$ cat config.mk
export PLATFORM = sky130hd
export DESIGN_NAME = multicycle_control_flat
export DESIGN_NICKNAME = d
export VERILOG_FILES = /design/src/rtl/mc_pkg.sv /design/src/rtl/multicycle_control_if.sv /design/src/rtl/mc_wait_timer.sv /design/src/rtl/multicycle_control.sv /design/src/flat_wrapper.sv
export SDC_FILE = /design/constraint.sdc
export NUM_CORES = 1
export LEC_CHECK = 0
export BUFFER_PORTS_ARGS = -buffer_cell sky130_fd_sc_hd__buf_4
export CORE_MARGIN = 4
export CORE_UTILIZATION = 48
export DETAILED_ROUTE_END_ITERATION = 8
export PLACE_DENSITY = 0.95
export SLEW_MARGIN = 15
export SYNTH_ARGS = -nofsm -noshare
export SYNTH_HDL_FRONTEND = slang
export SYNTH_SLANG_ARGS = --single-unit
$ cat constraint.sdc
create_clock -name clk -period 2.5 [get_ports clk]
set_clock_uncertainty 0.1 [all_clocks]
set_input_delay 0.625 -clock clk [delete_from_list [all_inputs] [get_ports clk]]
set_output_delay 0.625 -clock clk [all_outputs]
set_load 0.01 [all_outputs]
$ cat src/rtl/mc_pkg.sv
// ============================================================================
// mc_pkg : shared constants and types for the multi-cycle MIPS control unit
// Revision: 1.0
// ============================================================================
`default_nettype none

package mc_pkg;

  localparam logic [5:0] OP_RTYPE = 6'b000000;
  localparam logic [5:0] OP_J     = 6'b000010;
  localparam logic [5:0] OP_JAL   = 6'b000011;
  localparam logic [5:0] OP_BEQ   = 6'b000100;
  localparam logic [5:0] OP_ORI   = 6'b001101;
  localparam logic [5:0] OP_LUI   = 6'b001111;
  localparam logic [5:0] OP_LW    = 6'b100011;
  localparam logic [5:0] OP_SW    = 6'b101011;

  localparam logic [5:0] FN_JR    = 6'b001000;
  localparam logic [5:0] FN_ADDU  = 6'b100001;
  localparam logic [5:0] FN_SUBU  = 6'b100011;

  typedef enum logic [3:0] {
    S_IF        = 4'd0,
    S_ID        = 4'd1,
    S_EX_R      = 4'd2,
    S_EX_I      = 4'd3,
    S_EX_MEMADR = 4'd4,
    S_EX_BR     = 4'd5,
    S_EX_J      = 4'd6,
    S_EX_JAL    = 4'd7,
    S_EX_JR     = 4'd8,
    S_MEM_RD    = 4'd9,
    S_MEM_WR    = 4'd10,
    S_WB_R      = 4'd11,
    S_WB_I      = 4'd12,
    S_WB_MEM    = 4'd13,
    S_TRAP      = 4'd15
  } state_t;

  localparam logic [2:0] ALU_ADD = 3'd0;
  localparam logic [2:0] ALU_SUB = 3'd1;
  localparam logic [2:0] ALU_LUI = 3'd3;
  localparam logic [2:0] ALU_OR  = 3'd4;

  localparam logic [1:0] NPC_ALU = 2'b00;
  localparam logic [1:0] NPC_BR  = 2'b01;
  localparam logic [1:0] NPC_JMP = 2'b10;
  localparam logic [1:0] NPC_RS  = 2'b11;

  localparam logic [1:0] RDST_RT = 2'b00;
  localparam logic [1:0] RDST_RD = 2'b01;
  localparam logic [1:0] RDST_RA = 2'b10;

  localparam logic [1:0] M2R_ALU = 2'b00;
  localparam logic [1:0] M2R_MDR = 2'b01;
  localparam logic [1:0] M2R_PC  = 2'b10;

  localparam logic [1:0] SRCB_RT     = 2'b00;
  localparam logic [1:0] SRCB_FOUR   = 2'b01;
  localparam logic [1:0] SRCB_IMM    = 2'b10;
  localparam logic [1:0] SRCB_IMM_SH = 2'b11;

  // States that hold for the memory ready handshake.
  function automatic logic is_wait_state(input state_t s);
    return (s == S_IF) || (s == S_MEM_RD) || (s == S_MEM_WR);
  endfunction

endpackage

`default_nettype wire

$ cat src/rtl/multicycle_control_if.sv
// ============================================================================
// multicycle_control_if : IR fields in, datapath enables and status out
// Revision: 1.0
// ============================================================================
`default_nettype none

interface multicycle_control_if #(
  parameter int ALUCTR_W = 3
);
  logic [5:0]          op;
  logic [5:0]          func;
  logic                zero;
  logic                mem_ready;
  logic                pc_wr;
  logic                pc_wr_cond;
  logic [1:0]          npc_sel;
  logic                ir_wr;
  logic                i_or_d;
  logic                mem_req;
  logic                mem_wr;
  logic [1:0]          reg_dst;
  logic [1:0]          mem_to_reg;
  logic                reg_wr;
  logic                alu_src_a;
  logic [1:0]          alu_src_b;
  logic                ext_op;
  logic [ALUCTR_W-1:0] alu_ctr;
  logic                instr_done;
  logic                illegal_op;
  logic                mem_timeout;
  logic [3:0]          state_dbg;

  modport master (
    input  op, func, zero, mem_ready,
    output pc_wr, pc_wr_cond, npc_sel, ir_wr, i_or_d, mem_req, mem_wr,
           reg_dst, mem_to_reg, reg_wr, alu_src_a, alu_src_b, ext_op,
           alu_ctr, instr_done, illegal_op, mem_timeout, state_dbg
  );

  modport slave (
    output op, func, zero, mem_ready,
    input  pc_wr, pc_wr_cond, npc_sel, ir_wr, i_or_d, mem_req, mem_wr,
           reg_dst, mem_to_reg, reg_wr, alu_src_a, alu_src_b, ext_op,
           alu_ctr, instr_done, illegal_op, mem_timeout, state_dbg
  );
endinterface

`default_nettype wire

$ cat src/rtl/mc_wait_timer.sv
// ============================================================================
// mc_wait_timer : counts consecutive un-ready wait cycles, flags the limit
// Revision: 1.0
// ============================================================================
`default_nettype none

module mc_wait_timer #(
  parameter int WAIT_TIMEOUT = 0
) (
  input  logic clk,
  input  logic rst_n,
  input  logic i_waiting,
  input  logic i_ready,
  output logic o_expire
);
  localparam int CW = (WAIT_TIMEOUT > 0) ? $clog2(WAIT_TIMEOUT + 1) : 1;

  logic [CW-1:0] r_count;

  // No wait state is ever left without ready or expiry, so clearing on
  // "not waiting or ready" also covers every state change.
  always_ff @(posedge clk or negedge rst_n) begin
    if (!rst_n) begin
      r_count <= '0;
    end else if (i_waiting && !i_ready) begin
      r_count <= r_count + CW'(1);
    end else begin
      r_count <= '0;
    end
  end

  generate
    if (WAIT_TIMEOUT > 0) begin : g_limit
      assign o_expire = i_waiting && !i_ready && (r_count == CW'(WAIT_TIMEOUT - 1));
    end else begin : g_no_limit
      assign o_expire = 1'b0;
    end
  endgenerate

endmodule

`default_nettype wire

$ cat src/rtl/multicycle_control.sv
// ============================================================================
// multicycle_control : multi-cycle MIPS control FSM (IF/ID/EX/MEM/WB)
// Revision: 1.0
// ============================================================================
`default_nettype none

module multicycle_control
  import mc_pkg::*;
#(
  parameter int ALUCTR_W     = 3,
  parameter int HAS_JR       = 1,
  parameter int WAIT_TIMEOUT = 0
) (
  input  logic                 clk,
  input  logic                 rst_n,
  multicycle_control_if.master bus
);
  state_t     r_state;
  state_t     w_next;
  state_t     w_dispatch;
  logic       r_illegal_op;
  logic       r_mem_timeout;
  logic       w_expire;
  logic [2:0] w_alu;

  mc_wait_timer #(
    .WAIT_TIMEOUT(WAIT_TIMEOUT)
  ) u_wait_timer (
    .clk      (clk),
    .rst_n    (rst_n),
    .i_waiting(is_wait_state(r_state)),
    .i_ready  (bus.mem_ready),
    .o_expire (w_expire)
  );

  always_ff @(posedge clk or negedge rst_n) begin
    if (!rst_n) begin
      r_state       <= S_IF;
      r_illegal_op  <= 1'b0;
      r_mem_timeout <= 1'b0;
    end else begin
      r_state <= w_next;
      if (r_state == S_ID && w_next == S_TRAP) r_illegal_op <= 1'b1;
      if (w_expire) r_mem_timeout <= 1'b1;
    end
  end

  always_comb begin
    w_dispatch = S_TRAP;
    case (bus.op)
      OP_RTYPE: begin
        if (bus.func == FN_ADDU || bus.func == FN_SUBU) w_dispatch = S_EX_R;
        else if (HAS_JR != 0 && bus.func == FN_JR)      w_dispatch = S_EX_JR;
      end
      OP_ORI, OP_LUI: w_dispatch = S_EX_I;
      OP_LW, OP_SW:   w_dispatch = S_EX_MEMADR;
      OP_BEQ:         w_dispatch = S_EX_BR;
      OP_J:           w_dispatch = S_EX_J;
      OP_JAL:         w_dispatch = S_EX_JAL;
      default:        w_dispatch = S_TRAP;
    endcase
  end

  always_comb begin
    w_next         = r_state;
    w_alu          = ALU_ADD;
    bus.pc_wr      = 1'b0;
    bus.pc_wr_cond = 1'b0;
    bus.npc_sel    = NPC_ALU;
    bus.ir_wr      = 1'b0;
    bus.i_or_d     = 1'b0;
    bus.mem_req    = 1'b0;
    bus.mem_wr     = 1'b0;
    bus.reg_dst    = RDST_RT;
    bus.mem_to_reg = M2R_ALU;
    bus.reg_wr     = 1'b0;
    bus.alu_src_a  = 1'b0;
    bus.alu_src_b  = SRCB_RT;
    bus.ext_op     = 1'b0;
    bus.instr_done = 1'b0;
    case (r_state)
      S_IF: begin
        bus.mem_req   = 1'b1;
        bus.alu_src_b = SRCB_FOUR;
        if (w_expire) begin
          w_next = S_TRAP;
        end else if (bus.mem_ready) begin
          bus.ir_wr = 1'b1;
          bus.pc_wr = 1'b1;
          w_next    = S_ID;
        end
      end
      S_ID: begin
        bus.alu_src_b = SRCB_IMM_SH;
        bus.ext_op    = 1'b1;
        w_next        = w_dispatch;
      end
      S_EX_R: begin
        bus.alu_src_a = 1'b1;
        w_alu         = (bus.func == FN_SUBU) ? ALU_SUB : ALU_ADD;
        w_next        = S_WB_R;
      end
      S_EX_I: begin
        bus.alu_src_a = 1'b1;
        bus.alu_src_b = SRCB_IMM;
        w_alu         = (bus.op == OP_ORI) ? ALU_OR : ALU_LUI;
        w_next        = S_WB_I;
      end
      S_EX_MEMADR: begin
        bus.alu_src_a = 1'b1;
        bus.alu_src_b = SRCB_IMM;
        bus.ext_op    = 1'b1;
        w_next        = (bus.op == OP_SW) ? S_MEM_WR : S_MEM_RD;
      end
      S_EX_BR: begin
        bus.alu_src_a  = 1'b1;
        w_alu          = ALU_SUB;
        bus.pc_wr_cond = 1'b1;
        bus.npc_sel    = NPC_BR;
        bus.instr_done = 1'b1;
        w_next         = S_IF;
      end
      S_EX_J, S_EX_JR: begin
        bus.pc_wr      = 1'b1;
        bus.npc_sel    = (r_state == S_EX_JR) ? NPC_RS : NPC_JMP;
        bus.instr_done = 1'b1;
        w_next         = S_IF;
      end
      S_EX_JAL: begin
        // PC already holds the return address after the fetch increment.
        bus.pc_wr      = 1'b1;
        bus.npc_sel    = NPC_JMP;
        bus.reg_wr     = 1'b1;
        bus.reg_dst    = RDST_RA;
        bus.mem_to_reg = M2R_PC;
        bus.instr_done = 1'b1;
        w_next         = S_IF;
      end
      S_MEM_RD, S_MEM_WR: begin
        bus.mem_req = 1'b1;
        bus.i_or_d  = 1'b1;
        bus.mem_wr  = (r_state == S_MEM_WR);
        if (w_expire) begin
          w_next = S_TRAP;
        end else if (bus.mem_ready) begin
          bus.instr_done = (r_state == S_MEM_WR);
          w_next         = (r_state == S_MEM_WR) ? S_IF : S_WB_MEM;
        end
      end
      S_WB_R, S_WB_I, S_WB_MEM: begin
        bus.reg_wr     = 1'b1;
        bus.reg_dst    = (r_state == S_WB_R) ? RDST_RD : RDST_RT;
        bus.mem_to_reg = (r_state == S_WB_MEM) ? M2R_MDR : M2R_ALU;
        bus.instr_done = 1'b1;
        w_next         = S_IF;
      end
      S_TRAP:  w_next = S_TRAP;
      default: w_next = S_TRAP;
    endcase
    bus.alu_ctr = ALUCTR_W'(w_alu);
  end

  assign bus.illegal_op  = r_illegal_op;
  assign bus.mem_timeout = r_mem_timeout;
  assign bus.state_dbg   = r_state;

endmodule

`default_nettype wire

$ cat src/flat_wrapper.sv
// flat-port wrapper written by rule: the top's interface ports become plain ports
module multicycle_control_flat import mc_pkg::*;
#(
  parameter int ALUCTR_W     = 3,
  parameter int HAS_JR       = 1,
  parameter int WAIT_TIMEOUT = 0
)
  (clk, rst_n, bus_op, bus_func, bus_zero, bus_mem_ready, bus_pc_wr, bus_pc_wr_cond, bus_npc_sel, bus_ir_wr, bus_i_or_d, bus_mem_req, bus_mem_wr, bus_reg_dst, bus_mem_to_reg, bus_reg_wr, bus_alu_src_a, bus_alu_src_b, bus_ext_op, bus_alu_ctr, bus_instr_done, bus_illegal_op, bus_mem_timeout, bus_state_dbg);
  multicycle_control_if #(.ALUCTR_W(ALUCTR_W)) bus_i ();
  input  logic clk;
  input  logic rst_n;
  input wire logic [$bits(bus_i.op)-1:0] bus_op;
  input wire logic [$bits(bus_i.func)-1:0] bus_func;
  input wire logic [$bits(bus_i.zero)-1:0] bus_zero;
  input wire logic [$bits(bus_i.mem_ready)-1:0] bus_mem_ready;
  output wire logic [$bits(bus_i.pc_wr)-1:0] bus_pc_wr;
  output wire logic [$bits(bus_i.pc_wr_cond)-1:0] bus_pc_wr_cond;
  output wire logic [$bits(bus_i.npc_sel)-1:0] bus_npc_sel;
  output wire logic [$bits(bus_i.ir_wr)-1:0] bus_ir_wr;
  output wire logic [$bits(bus_i.i_or_d)-1:0] bus_i_or_d;
  output wire logic [$bits(bus_i.mem_req)-1:0] bus_mem_req;
  output wire logic [$bits(bus_i.mem_wr)-1:0] bus_mem_wr;
  output wire logic [$bits(bus_i.reg_dst)-1:0] bus_reg_dst;
  output wire logic [$bits(bus_i.mem_to_reg)-1:0] bus_mem_to_reg;
  output wire logic [$bits(bus_i.reg_wr)-1:0] bus_reg_wr;
  output wire logic [$bits(bus_i.alu_src_a)-1:0] bus_alu_src_a;
  output wire logic [$bits(bus_i.alu_src_b)-1:0] bus_alu_src_b;
  output wire logic [$bits(bus_i.ext_op)-1:0] bus_ext_op;
  output wire logic [$bits(bus_i.alu_ctr)-1:0] bus_alu_ctr;
  output wire logic [$bits(bus_i.instr_done)-1:0] bus_instr_done;
  output wire logic [$bits(bus_i.illegal_op)-1:0] bus_illegal_op;
  output wire logic [$bits(bus_i.mem_timeout)-1:0] bus_mem_timeout;
  output wire logic [$bits(bus_i.state_dbg)-1:0] bus_state_dbg;
  assign bus_i.op = bus_op;
  assign bus_i.func = bus_func;
  assign bus_i.zero = bus_zero;
  assign bus_i.mem_ready = bus_mem_ready;
  assign bus_pc_wr = bus_i.pc_wr;
  assign bus_pc_wr_cond = bus_i.pc_wr_cond;
  assign bus_npc_sel = bus_i.npc_sel;
  assign bus_ir_wr = bus_i.ir_wr;
  assign bus_i_or_d = bus_i.i_or_d;
  assign bus_mem_req = bus_i.mem_req;
  assign bus_mem_wr = bus_i.mem_wr;
  assign bus_reg_dst = bus_i.reg_dst;
  assign bus_mem_to_reg = bus_i.mem_to_reg;
  assign bus_reg_wr = bus_i.reg_wr;
  assign bus_alu_src_a = bus_i.alu_src_a;
  assign bus_alu_src_b = bus_i.alu_src_b;
  assign bus_ext_op = bus_i.ext_op;
  assign bus_alu_ctr = bus_i.alu_ctr;
  assign bus_instr_done = bus_i.instr_done;
  assign bus_illegal_op = bus_i.illegal_op;
  assign bus_mem_timeout = bus_i.mem_timeout;
  assign bus_state_dbg = bus_i.state_dbg;
  multicycle_control #(.ALUCTR_W(ALUCTR_W), .HAS_JR(HAS_JR), .WAIT_TIMEOUT(WAIT_TIMEOUT)) u_core (.clk(clk), .rst_n(rst_n), .bus(bus_i));
endmodule
---- After elaboration in Yosys (flattened, before gate mapping) ----
Cells that the tools add are included.
cells by class
  eq/ne operators ......................... 24
  mux-type cells .......................... 30
  reductions and logical operators ........ 16
operators with widths
  kind                                           count
  == test 4 bit, second input constant           7
  one-hot mux 4 bit (7 select lines)             1
  == test 6 bit, second input constant           4
  one-hot mux 4 bit (6 select lines)             1
  == test 6 x 4 -> 1 bit, second input constant  3
  == test 4 x 3 -> 1 bit, second input constant  4
  2-to-1 mux 4 bit                               4
  2-to-1 mux 1 bit                               14
  == test 6 x 2 -> 1 bit, second input constant  2
  one-hot mux 2 bit (3 select lines)             2
  OR reduction 2 bit                             6
  one-hot mux 3 bit (3 select lines)             1
  OR reduction 3 bit                             3
  == test 4 x 2 -> 1 bit, second input constant  2
  one-hot mux 2 bit (2 select lines)             2
  OR reduction 4 bit                             2
  OR reduction 7 bit                             1
  == test 6 x 3 -> 1 bit, second input constant  1
  zero test 6 bit                                1
  2-to-1 mux 3 bit                               2
  == test 4 x 1 -> 1 bit, second input constant  1
  zero test 4 bit                                1
  one-hot mux 1 bit (2 select lines)             2
  2-to-1 mux 2 bit                               1
  2 further kinds                                2
word-level totals
  flip-flop bits (word level) ............. 5
  output and inout bits ................... 27

---- Logic depth before layout (Yosys ltp) ----
  word-level depth ........................ 7
  mapped depth ............................ 6
  depth with buffers taken out ............ 4

---- Cells and area by module ----
A second synthesis with hierarchy kept.
second synthesis, totals
  cell total of the unflattened synthesis .. 135
  area total of the unflattened synthesis .. 910.9 um^2
modules (own cells, without submodules)
  module              instances  cells an instance  area each (um^2)  sequential area each (um^2)
  multicycle_control  1          133                899.6             150.1
  mc_wait_timer       1          2                  11.3              0.0

---- Worst setup path before layout ----
OpenSTA, ideal clock, no wires.
  path kind ............................... input to output
  start point ............................. in bus_op[5]
  end point ............................... out bus_alu_ctr[2]
  arrival ................................. 1.328 ns
  path slack .............................. 0.447 ns
  stages .................................. 3
  buffers on the path ..................... 0
  path through ............................ nor2_1 > nand2_1 > nor4_1
on the way
  longest elaborated chain between the ends .. 3
RTL lines
  what                                line                       source
  start: declaration                  flat_wrapper.sv:12         input wire logic [$bits(bus_i.op)-1:0] bus_op;
  == test 6 x 4 -> 1 bit              multicycle_control.sv:106  w_alu = (bus.op == OP_ORI) ? ALU_OR : ALU_LUI;
  2-to-1 mux 3 bit                    multicycle_control.sv:106
  one-hot mux 3 bit (3 select lines)  multicycle_control.sv:81   case (r_state)
  end: declaration                    flat_wrapper.sv:29         output wire logic [$bits(bus_i.alu_ctr)-1:0] bus_alu_ctr;
Every way passes these cells.

---- Final worst setup path ----
  start point ............................. reg u_core.r_state[1], in the netlist u_core.bus.state_dbg[1]
  end point ............................... out bus_alu_ctr[0]
on the way
  longest elaborated chain between the ends .. 2
  elaborated cells on any way between the ends .. 4
  those cells by class .................... eq/ne: 3; mux: 1
RTL lines
  what                                                                     line                      source
  start: declaration                                                       multicycle_control.sv:18  state_t r_state;
  start signal: assignment                                                 multicycle_control.sv:42  r_state <= w_next;
  == test 4 x 3 -> 1 bit / == test 4 x 2 -> 1 bit (equally long branches)  multicycle_control.sv:81
  one-hot mux 3 bit (3 select lines) *                                     multicycle_control.sv:81
Mark *: on every way between the ends. The rest lies on a longest branch, timed or not.

==> reports/summary.json <==
{
  "setup_path": {
    "slowest_stage": "sky130_fd_sc_hd__dfrtp_1",
    "critical_path_buf_inv_count": 1,
    "timing.critical_path.to_type": "output pin",
    "crit_path_cell_trace": "nand2b_1 > nor3b_1 > a32oi_1 > o32ai_1 > buf_4",
    "path_class": "reg -> out",
    "kind_of_start_point_of_the_critical_path": "register",
    "critical_path.max_stage_delay_ns": 0.53,
    "timing.critical_path.arrival_ns": 1.69,
    "critical_path.max_fanout": 10,
    "cp.required_ns": 1.77,
    "critical_path.top_delay_family": "flip-flops"
  },
  "synthesis": {
    "syn_area_um2": 805,
    "synth.ff_latch_count": 5,
    "yosys_most_used_dff": "sky130_fd_sc_hd__dfrtp_1",
    "mappedNetlistNets": 135,
    "yosys_warnings": 0,
    "synth-async-reset-ratio_pct": 100,
    "avg_synthesized_cell_area_um2": 6.76,
    "synthDistinctLibCells": 45,
    "synth_seq_area_share_pct": 15.6,
    "syn_inst_count": 119,
    "synth_enable_flop_cells": 0
  },
  "floorplan": {
    "die_width_um": 48.9,
    "floorplan.die.height_um": 48.9,
    "dieArea_um2": 2400,
    "core_area_um2": 1540,
    "ios": 43,
    "floorplan.initialDensity_pct": 52.2,
    "num_rows": 14
  },
  "min_path": {
    "hold_path_class": "in -> async"
  },
  "sta": {
    "achievable-frequency_mhz": 413,
    "total_negative_slack_ns": 0,
    "hold_violations": 0,
    "grt_setup_unrepaired": "false",
    "finalWorstSetupSlack_ns": 0.0814,
    "period_needed_ns": 2.42,
    "maxSlewViolCount": 0,
    "setup_viol_count_final": 0,
    "fin_crit_sh_pct": 96.7
  },
  "clock_tree": {
    "cts_inserted_buffers": 3,
    "cts.reportedPaths.clkPinSlew_ns": 0.05,
    "buffer_cell_driving_the_clock_tree_root": "sky130_fd_sc_hd__clkbuf_4",
    "cts.sinks": 5,
    "clk_latency_ns": 0.25,
    "clock_tree.htree_level_count": 1,
    "clock_path_buffers": 2,
    "cts_tree": "built"
  },
  "placement": {
    "hpwl_mm": 2.05,
    "buffer_ports.inserted": 40,
    "post-place-cells": 172,
    "routabilityCongestion": 0.831,
    "pre_cts_ws_ns": 0.231,
    "placed_standard_cell_area_um2": 1110
  },
  "routing": {
    "ant_nets": 0,
    "routed_wire_length_per_instance_um": 14.3,
    "first_pass_iters": 4,
    "vias": 1060,
    "remaining_drc_errors": 0,
    "dr.first_iter.drc_count": 62,
    "vias_per_cell": 6.02,
    "wirelength_mm": 2.51
  },
  "finish": {
    "num_antenna_cells": 0,
    "share_of_final_layout_standard_cells_stronger_than_drive_strength_1_pct": 35.0,
    "flow.area_growth_from_synthesis_pct": 41.2,
    "non_filler_instances": 176,
    "fillerInstances": 119,
    "final_nets": 177,
    "finish.instance_area_um2": 1140
  },
  "run_status": {
    "run_status": "finished clean"
  },
  "flow_run": {
    "max_cap_viol_count": 0
  },
  "power": {
    "vdd_ir_drop_max_mv": 0.240,
    "power_leakage_nw": 0.496,
    "finalPower_w": 0.000233,
    "power_per_cell_area_nw_per_um2": 206
  },
  "grt": {
    "groute.layer.met1.usage_pct": 22.7,
    "antenna_found_initial": 0,
    "use_met2_pct": 36.3,
    "grt.busiest_layer": "met2",
    "grt_pass1_wl_mm": 4.05,
    "globalRouteMet3Util_pct": 4.89,
    "grt_pass1_vias": 919,
    "grt_util_all_layers_pct": 20.3,
    "largest_net_degree_at_the_start_of_global_routing": 18,
    "grt_overflow": 0
  }
}
## layout by cell type (no fill, tap or decap), types with 4 or more instances in the layout
cell and n:
sky130_fd_sc_hd__buf_4 46, sky130_fd_sc_hd__nor2_1 23, sky130_fd_sc_hd__o21ai_0 8, sky130_fd_sc_hd__a21oi_1 7, sky130_fd_sc_hd__nand2_1 7, sky130_fd_sc_hd__nor3_1 6
sky130_fd_sc_hd__nand2b_1 5, sky130_fd_sc_hd__dfrtp_1 4
## cell families after synthesis
family	Yosys count	synth area share, %
multiplexers	1	1.24
flip-flops	5	15.6
AO/OA/AOI/OAI	35	29.6
XOR/XNOR	2	2.18
buffers and inverters	11	8.55
AND/OR/NAND/NOR	64	42.5
other	1	0.466
## area by class of cell
cell class	instances	area, um^2	area share (%)
multi-input combinational	103	611	53.7
inverter	2	7.51	0.661
sequential	5	126	11.1
tap	16	20.0	1.76
timing repair buffer	46	345	30.4
clock buffer	4	26.3	2.31
## power by group
group,switching [W],internal [W],leakage [nW],total (W)
registers,0.000000720,0.0000820,0.0441,0.0000827
logic,0.0000254,0.0000263,0.437,0.0000518
clock network,0.0000383,0.0000607,0.0150,0.0000990
## path summary, 6_finish.rpt
path	start	to	slack, ns	cells past startpoint
setup reg to reg	u_core.bus.state_dbg[1]	u_core.bus.state_dbg[0]	0.83	4
max in group asynchronous	rst_n	u_core.bus.state_dbg[3]	2.10	1
hold reg to reg	u_core.bus.illegal_op	u_core.bus.illegal_op	0.45	1
hold / removal	rst_n	u_core.bus.state_dbg[2]	0.06	1
min in group clk	u_core.bus.illegal_op	u_core.bus.illegal_op	0.45	1
setup / recovery	u_core.bus.state_dbg[1]	bus_alu_ctr[0]	0.08	5
## repair_timing
item / 4_1_cts / 5_1_grt
setup buffers: 0 / 0
resized for setup: 0 / 1
endpoints found under the setup margin: 0 / 1
hold endpoints to repair: 0 / 0
hold buffers: 0 / 0
## stage by stage
stage          hold WS (ns)  utilization [%]
2_1_floorplan         0.229                -
3_3_place_gp          0.324             71.9
3_5_place_dp          0.333             71.9
4_1_cts              0.0623             73.6
5_1_grt              0.0645             73.7
6_report             0.0636             73.7
## per-layer routing
layer | wire (um) | vias to the layer above
li1 | - | 515
met1 | 949 | 471
met2 | 1300 | 70
met3 | 241 | 4
met4 | 21 | 0
met5 | 0 | -
## flip-flops by register name, indices dropped and copies added (netlist names)
name,count
u_core.bus.state_dbg,4
u_core.bus.illegal_op,1
## synth_stat cells (2+ instances only)
cell | n | share of area (%)
sky130_fd_sc_hd__a211oi_1 | 3 | 2.8
sky130_fd_sc_hd__a21oi_1 | 7 | 4.4
sky130_fd_sc_hd__and2_1 | 2 | 1.6
sky130_fd_sc_hd__and3_1 | 3 | 2.3
sky130_fd_sc_hd__and3b_1 | 2 | 2.2
sky130_fd_sc_hd__buf_2 | 4 | 2.5
sky130_fd_sc_hd__buf_4 | 4 | 3.7
sky130_fd_sc_hd__dfrtp_1 | 5 | 16
sky130_fd_sc_hd__inv_1 | 2 | 0.93
sky130_fd_sc_hd__nand2_1 | 7 | 3.3
sky130_fd_sc_hd__nand2b_1 | 5 | 3.9
sky130_fd_sc_hd__nand3_1 | 2 | 1.2
sky130_fd_sc_hd__nor2_1 | 23 | 11
sky130_fd_sc_hd__nor2b_1 | 3 | 2.3
sky130_fd_sc_hd__nor3_1 | 6 | 3.7
sky130_fd_sc_hd__nor3b_1 | 2 | 1.9
sky130_fd_sc_hd__o211ai_1 | 2 | 1.9
sky130_fd_sc_hd__o21ai_0 | 8 | 5.0
sky130_fd_sc_hd__o32ai_1 | 2 | 2.2
sky130_fd_sc_hd__xnor2_1 | 2 | 2.2
Note: power is estimated with default switching activity, not from simulation.
